**src/rtl/adder_display_scanner.sv**
```systemverilog
// Registered, time-multiplexed 4-digit seven-segment scanner for the 4-bit adder:
// shows A, B (hex) and {co,sum} in decimal. Optional macro: ADDER_DISPLAY_ZERO_BLANK_EN.
module adder_display_scanner #(
  parameter int unsigned REFRESH_DIV = 100000
) (
  input  logic       clk,
  input  logic       rst,
  input  logic       load,
  input  logic [3:0] a,
  input  logic [3:0] b,
  input  logic [3:0] sum,
  input  logic       co,
  output logic [6:0] seg,
  output logic [3:0] an,
  output logic       dp
);

  localparam int unsigned CW = (REFRESH_DIV > 2) ? $clog2(REFRESH_DIV) : 1;
  localparam logic [CW-1:0] LAST = CW'(REFRESH_DIV - 1);

  logic [3:0]    cap_a, cap_b;
  logic [4:0]    cap_tot;
  logic [CW-1:0] cnt;
  logic [1:0]    d;
  logic          tick;
  logic [1:0]    tens;
  logic [3:0]    ones;
  logic [6:0]    seg_nxt;
  logic [3:0]    an_nxt;

  // Active-low gfedcba hex glyphs
  function automatic logic [6:0] hex7(input logic [3:0] v);
    logic [6:0] s;
    case (v)
      4'h0: s = 7'b1000000;
      4'h1: s = 7'b1111001;
      4'h2: s = 7'b0100100;
      4'h3: s = 7'b0110000;
      4'h4: s = 7'b0011001;
      4'h5: s = 7'b0010010;
      4'h6: s = 7'b0000010;
      4'h7: s = 7'b1111000;
      4'h8: s = 7'b0000000;
      4'h9: s = 7'b0010000;
      4'hA: s = 7'b0001000;
      4'hB: s = 7'b0000011;
      4'hC: s = 7'b1000110;
      4'hD: s = 7'b0100001;
      4'hE: s = 7'b0000110;
      default: s = 7'b0001110;
    endcase
    return s;
  endfunction

  assign tick = (cnt == LAST);

  always_ff @(posedge clk or posedge rst) begin
    if (rst) begin
      cap_a   <= 4'd0;
      cap_b   <= 4'd0;
      cap_tot <= 5'd0;
    end else if (load) begin
      cap_a   <= a;
      cap_b   <= b;
      cap_tot <= {co, sum};
    end
  end

  // Dwell counter and digit index
  always_ff @(posedge clk or posedge rst) begin
    if (rst) begin
      cnt <= '0;
      d   <= 2'd0;
    end else if (tick) begin
      cnt <= '0;
      d   <= d + 2'd1;
    end else begin
      cnt <= cnt + CW'(1);
    end
  end

  // Decimal split of 0..31 by range compare and constant subtract
  always_comb begin
    tens = 2'd0;
    ones = cap_tot[3:0];
    if (cap_tot >= 5'd30) begin
      tens = 2'd3;
      ones = 4'(cap_tot - 5'd30);
    end else if (cap_tot >= 5'd20) begin
      tens = 2'd2;
      ones = 4'(cap_tot - 5'd20);
    end else if (cap_tot >= 5'd10) begin
      tens = 2'd1;
      ones = 4'(cap_tot - 5'd10);
    end
  end

  always_comb begin
    seg_nxt = 7'h7F;
    an_nxt  = 4'b1111;
    case (d)
      2'd0: begin
        an_nxt  = 4'b1110;
        seg_nxt = hex7(ones);
      end
      2'd1: begin
        an_nxt  = 4'b1101;
        seg_nxt = hex7({2'b00, tens});
`ifdef ADDER_DISPLAY_ZERO_BLANK_EN
        if (cap_tot < 5'd10) seg_nxt = 7'h7F;
`endif
      end
      2'd2: begin
        an_nxt  = 4'b1011;
        seg_nxt = hex7(cap_b);
      end
      default: begin
        an_nxt  = 4'b0111;
        seg_nxt = hex7(cap_a);
      end
    endcase
  end

  always_ff @(posedge clk or posedge rst) begin
    if (rst) begin
      seg <= 7'h7F;
      an  <= 4'b1111;
      dp  <= 1'b1;
    end else begin
      seg <= seg_nxt;
      an  <= an_nxt;
      dp  <= 1'b1;
    end
  end

endmodule

```
**config.mk**
```make
export PLATFORM = sky130hd
export DESIGN_NAME = adder_display_scanner
export DESIGN_NICKNAME = d
export VERILOG_FILES = /design/src/rtl/adder_display_scanner.sv
export SDC_FILE = /design/constraint.sdc
export NUM_CORES = 1
export LEC_CHECK = 0
export BUFFER_PORTS_ARGS = -buffer_cell sky130_fd_sc_hd__buf_2
export CAP_MARGIN = 20
export CORE_MARGIN = 2
export CORE_UTILIZATION = 54
export CTS_CLUSTER_DIAMETER = 150
export CTS_CLUSTER_SIZE = 16
export DETAILED_ROUTE_END_ITERATION = 6
export PLACE_DENSITY = 0.85
export SLEW_MARGIN = 20
export SYNTH_ARGS = -nofsm -noshare
export SYNTH_HDL_FRONTEND = slang
export SYNTH_SLANG_ARGS = --single-unit
```
**constraint.sdc**
```tcl
create_clock -name clk -period 2.7 [get_ports clk]
set_input_delay 0.405 -clock clk [delete_from_list [all_inputs] [get_ports clk]]
set_output_delay 0.405 -clock clk [all_outputs]
set_load 0.02 [all_outputs]
```
==> summary.txt, run 1 <==
Setup path
  • Worst EP arrival: roughly 2.8 ns
  • Worst Path Max Fanout: 5
  • FF-to-FF path depth: 10
  • Kind of critical path: flip-flop to flip-flop
  • CP Data Required Time: between 2 and 3 ns
  • Crit. End Element: flip-flop
  • Startpoint types: flip-flop

Floorplanning
  • Ports: 28
  • Die area: 6130 sq um
  • Die Y: 78.3 um
  • Placeable Area: 5410 sq um
  • Row Count: 27
  • Initial core utilization: 0.552
  • DIE WIDTH: slightly below 80 um

Clocking
  • CTS buffer count: 5
  • Num Clock Sinks: 43
  • Post-CTS setup buffers: 0
  • Clock latency on the worst-skew pair: between 0.2 and 0.3 ns
  • Root buf cell: clkbuf_8
  • H-Tree Depth: 2
  • CTS clk-pin slew, worst paths: 0.09 ns
  • Clock tree buffer depth: 2
  • TritonCTS clock tree: done

Global route
  • Vias in the first global route: around 2400
  • Total global routing overflow: 0
  • Met3 Resource Use GR: 0.0529
  • Largest net degree at the start of global routing: 44
  • Met1 Usage GRT: 0.280
  • Global-route wire length before repair: 11100 um
  • Initial antenna violation count: 0
  • Gr busiest metal: met2
  • GR Util met2: 0.392
  • Tot GR Track Use: 0.227

Synth
  • Mean post-synth cell area: about 9.1 sq um
  • Cells after synthesis: between 300 and 400
  • Mapped Nets: roughly 370
  • Distinct cell type count after synthesis: 67
  • Post-synth top area share: 0.269
  • Synth warn: 0
  • Area leader, netlist: dfrtp_1
  • Asr flop ratio synth: 1.00
  • Synthesized area: 2980 sq um
  • Area contributors post-synth: dfrtp_1 (27%), ha_1 (12%), dfstp_2 (9.7%)
  • Synth Flop Type: dfrtp_1
  • Post-synth EDFFs: 0
  • Flops & latches, synth: between 40 and 50
  • Sequential fraction of the synthesis area: 0.366

Pwr
  • Peak VDD IR: approximately 300 uV
  • Static leakage: ~1.5 nW
  • PD cells: just under 500 nW/um^2

STA
  • Final setup margin: about 0.14 ns
  • Setup Skew: 0.00697 ns
  • Final max-slew violation count: 0
  • Slew margin rel.: 0.597
  • Peak Freq: about 400 MHz
  • Finish-stage setup viols: 0
  • Crit share post-route: 0.948
  • Tightest Pin Transition: between 0.5 and 0.6 ns
  • Tmin final: ~2.6 ns
  • Fin. Hold Viols: 0

Placed design
  • I/O Buffers: 26
  • Pre-CTS setup slack: roughly 0.057 ns
  • Hpwl dp: between 4000 and 5000 um
  • DP Area: approximately 3200 sq um
  • Global placement routability congestion: a little over 1

Routing
  • Routed via count: around 2500
  • Final wirelength: 6580 um
  • DRT iter0 DRCs: about 120
  • First-pass iteration count of the detailed router: 4
  • WL/cell: between 15 and 20 um
  • Post-route ant nets: 0
  • DR vias/cell: about 5.8
  • Drt drc: 0

Outcome
  • Outcome: completed

Layout
  • Most frequent cells in the layout: nand2_1 (40), dfrtp_1 (31), ha_1 (29)
  • Most common cell after layout, fill and taps aside: nand2_1
  • Fin area: ~3300 sq um
  • Antenna diode count: 0
  • Area Overhead vs Synth: 11.6%
  • Share of layout cells above drive strength 1: 0.219
  • Total Nets Final: about 400

Flow run
  • MaxCap Viol Count: 0

Hold path
  • Worst Hold Class: input pin to asynchronous set/reset pin
-- report_power, final --
group,internal [W],switching [W]
sequential,0.000716,0.0000434
combinational,0.000185,0.000278
clock,0.000181,0.000225
-- cells in the mapped netlist, drive strengths merged (4+ instances only) --
cell and number:
a211oi 4, a21oi 10, buf 5, clkbuf 8
dfrtp 32, dfstp 11, ha 29, inv 24
mux2i 4, nand2 41, nand2b 4, nand3 8
nand4 6, nor2 22, nor2b 5, nor3 7
o211ai 9, o21ai 27, o311ai 4, o31ai 4
xnor2 9, xor2 8
-- stage by stage --
step	cells	TNS (ns)	utilization	hold WS, ns	power [W]
floorplan	327	0	-	0.446	0.00109
global route	432	-0.00749	0.616	0.275	0.00172
global placement	424	0	0.597	0.465	0.00121
finish	432	0	0.616	0.226	0.00163
detailed placement	424	0	0.597	0.468	0.00122
CTS	432	0	0.613	0.246	0.00163
-- logic make-up after synthesis --
family | count (synthesis) | share of synthesized area
XOR/XNOR | 17 | 0.0499
flip-flops | 43 | 0.366
other | 1 | 0.00126
adder cells (fa/ha/maj) | 29 | 0.122
AND/OR/NAND/NOR | 108 | 0.181
AO/OA/AOI/OAI | 84 | 0.203
multiplexers | 7 | 0.0248
buffers and inverters | 38 | 0.0529
-- final timing paths --
check / endpoint / from / slack, ns
setup reg to reg: seg[1] / cap_tot[2] / 0.14
hold reg to reg: cnt[0] / cnt[0] / 0.49
setup / recovery: seg[1] / cap_tot[2] / 0.14
min in group clk: cap_tot[2] / sum[2] / 0.31
hold / removal: cap_a[1] / rst / 0.23
max in group asynchronous: cap_tot[1] / rst / 2.08
-- worst max-delay path, cell delays in order (launching register included) --
cell and delay (ns):
dfrtp_1 0.43, buf_4 0.17, ha_1 0.18, nand2b_4 0.09
and3_1 0.20, o31ai_2 0.21, and2_1 0.18, inv_1 0.08
ha_1 0.29, or4_1 0.52, a31oi_1 0.16
-- layer usage --
metal  up-vias  routed length (um)  part of all wire
li1       1218                   -                 -
met1      1190                2840              0.43
met2        77                3220              0.49
met3        18                 339             0.052
met4         0                 170             0.026
met5         -                   0                 0
-- repair_timing --
action | in CTS | in global routing
hold buffers | 0 | 0
endpoints found under the setup margin | 0 | 4
resized for setup | 0 | 6
-- flip-flops by register name, indices dropped and copies added (netlist names) --
name and flops:
cnt 17, seg 7, cap_tot 5, an 4
cap_a 4, cap_b 4, d 2
-- layout make-up --
class | count | area, sq um
fillers | 468 | 2080
inverters | 25 | 93.8
multi-input cells | 246 | 1750
repair buffers | 38 | 220
clock buffers | 6 | 72.6
flip-flops and latches | 43 | 1090
clock inverters | 2 | 12.5
well taps | 72 | 90.1
Note: power is estimated with default switching activity, not from simulation.
==> run 2, diff against run 1 <==
--- a/config.mk
+++ b/config.mk
@@ -7,12 +7,14 @@
 export LEC_CHECK = 0
 export BUFFER_PORTS_ARGS = -buffer_cell sky130_fd_sc_hd__buf_2
 export CAP_MARGIN = 20
+export CELL_PAD_IN_SITES_DETAIL_PLACEMENT = 1
+export CELL_PAD_IN_SITES_GLOBAL_PLACEMENT = 1
 export CORE_MARGIN = 2
-export CORE_UTILIZATION = 54
+export CORE_UTILIZATION = 41
 export CTS_CLUSTER_DIAMETER = 150
 export CTS_CLUSTER_SIZE = 16
 export DETAILED_ROUTE_END_ITERATION = 6
-export PLACE_DENSITY = 0.85
+export PLACE_DENSITY = 0.84
 export SLEW_MARGIN = 20
 export SYNTH_ARGS = -nofsm -noshare
 export SYNTH_HDL_FRONTEND = slang
==> run 2 against run 1 <==
Compared with the run above:
- clock-buffer cell count unchanged
- first-iteration DRC count down 9.6%
- highest routed layer unchanged
- final cell count up 6.0%
- register-to-register slack about the same
- power up 1.8%
- design area up 1.4%
- via count up 1.4%
- worst hold slack worse by 0.14 ns
- global-route usage down 2.2 points
- combinational power up 4%
- die area up 30%
==> summary.txt, run 2 (synthesis results as in run 1) <==
STA
  • Crit share post-route: 0.951
  • Peak Freq: 390 MHz
  • Fin. Hold Viols: 0
  • Slew margin rel.: 0.602
  • Tightest Pin Transition: just under 0.6 ns
  • Final max-slew violation count: 0
  • Hold slack: between 0.08 and 0.09 ns
  • Finish-stage setup viols: 0
  • Tmin final: 2.57 ns
  • RSZ-0062 raised after global routing: no
  • Setup Total Neg Slack: 0 ns
  • Setup Skew: between 0.004 and 0.005 ns

Clocking
  • CTS Hold Bufs: 0
  • Clock latency on the worst-skew pair: around 0.3 ns
  • Clock tree buffer depth: 2
  • TritonCTS clock tree: done
  • CTS clk-pin slew, worst paths: approximately 0.080 ns
  • H-Tree Depth: 2
  • CTS buffer count: 5
  • Root buf cell: clkbuf_8
  • Post-CTS setup buffers: 0
  • Num Clock Sinks: 43
  • CTS resizes: 1

Floorplanning
  • Ports: 28
  • Die area: about 8000 sq um
  • Initial core utilization: 0.418
  • Die Y: ~89 um
  • Placeable Area: 7140 sq um
  • DIE WIDTH: just under 90 um
  • Row Count: 31

Global route
  • Total global routing overflow: 0
  • Initial antenna violation count: 0
  • Largest net degree at the start of global routing: 30
  • Vias in the first global route: around 2700
  • Global-route wire length before repair: 12600 um
  • Tot GR Track Use: 0.205

Pwr
  • Clock power frac: 0.250
  • Peak VDD IR: between 200 and 250 uV
  • Internal Power: around 0.0011 W
  • Power share of the combinational group: 0.290
  • Tot Pwr: 0.00166 W
  • Switching Fraction: 0.345
  • Static leakage: between 1.5 and 2 nW
  • P_sw: approximately 0.00057 W
  • Seq pwr share: 0.460
  • PD cells: around 490 nW/um^2

Routing
  • Final wirelength: roughly 7700 um
  • DR vias/cell: 5.54
  • DRT iter0 DRCs: ~100
  • Drt drc: 0
  • First-pass iteration count of the detailed router: 4
  • Post-route ant nets: 0
  • Routed via count: 2537
  • WL/cell: approximately 17 um

Setup path
  • Startpoint types: flip-flop
  • FF-to-FF path depth: 10
  • CP Data Required Time: roughly 3 ns
  • Kind of critical path: flip-flop to flip-flop
  • R2r endpoint: seg[1]
  • R2R setup slack: 0.13 ns
  • Worst Path Max Fanout: 6
  • Critical R2R Launch: cap_tot[1]
  • Worst EP arrival: 2.80 ns
  • Crit. End Element: flip-flop

Flow run
  • MaxCap Viol Count: 0

Outcome
  • Outcome: completed

Hold path
  • Worst Hold Class: input pin to asynchronous set/reset pin

Layout
  • Top Registers: cnt (17), seg (7), cap_tot (5)
  • Area of the multi-input gates: about 1800 sq um
  • Total of fill cells in the finished design: approximately 880
  • Top reg by flops: cnt
  • Max reg flops: 17
  • Total Nets Final: just over 400
  • Register Area: about 1100 sq um
  • Most frequent cells in the layout: nand2_1 (40), dfrtp_1 (30), ha_1 (28)
  • Utilization after layout: 0.473
  • Antenna diode count: 0
  • Final std cells w/o fill: 458
  • Share of layout cells above drive strength 1: 0.231
  • Most common cell after layout, fill and taps aside: nand2_1
  • Area Overhead vs Synth: 13.1%

Placed design
  • Hpwl dp: between 5000 and 6000 um
  • Placed Cells: 450
  • I/O Buffers: 26
  • Global placement routability congestion: 0.901
## run 2: power groups by stage
stage | logic, W | registers (W) | clock network, W
3_5_place_dp | 0.000463 | 0.000773 | 0
5_1_grt | 0.000532 | 0.000771 | 0.000456
4_1_cts | 0.000468 | 0.000761 | 0.000426
3_3_place_gp | 0.000443 | 0.000770 | 0
6_report | 0.000481 | 0.000762 | 0.000414
2_1_floorplan | 0.000296 | 0.000797 | 0
## run 2: layout make-up
type,instances,share of cell area
Multi-Input combinational cell,246,0.523
Sequential cell,43,0.324
Timing Repair Buffer,37,0.0631
Tap cell,99,0.0367
Inverter,25,0.0278
Clock buffer,6,0.0215
Clock inverter,2,0.00371
## run 2: metrics by stage
stage	cell area [sq um]	setup slack, ns
after CTS	3340	0.00299
after global placement	3250	0.114
after global routing	3370	0.00316
after floorplan	2980	0.0572
after detailed placement	3250	0.0256
final	3370	0.133
## run 2: worst max-delay path by stage
stage                     slack, ns  endpoint  depth (start not counted)  startpoint
after floorplan                0.06    seg[1]                         10  cap_tot[2]
after global placement         0.11    seg[1]                         10  cap_tot[2]
after detailed placement       0.03    seg[1]                         10  cap_tot[2]
after CTS                     0.003    seg[1]                         10  cap_tot[2]
after global routing          0.003    seg[1]                         10  cap_tot[1]
final                          0.13    seg[1]                         10  cap_tot[1]
## run 2: critical path, cell delays in order (launching register included)
cell,delay (ns)
dfrtp_2,0.43
inv_2,0.08
ha_1,0.28
nor2b_2,0.21
nor3_2,0.06
o211ai_1,0.20
and2_4,0.18
inv_1,0.06
ha_1,0.28
or4_1,0.53
a31oi_1,0.18
## run 2: metal layers
metal,wire [um],share of wire,global-route usage,up-vias
li1,-,-,-,1214
met1,3490,0.45,0.256,1275
met2,3890,0.50,0.360,37
met3,195,0.025,0.0369,11
met4,130,0.017,0.0611,0
met5,0,0,0,-
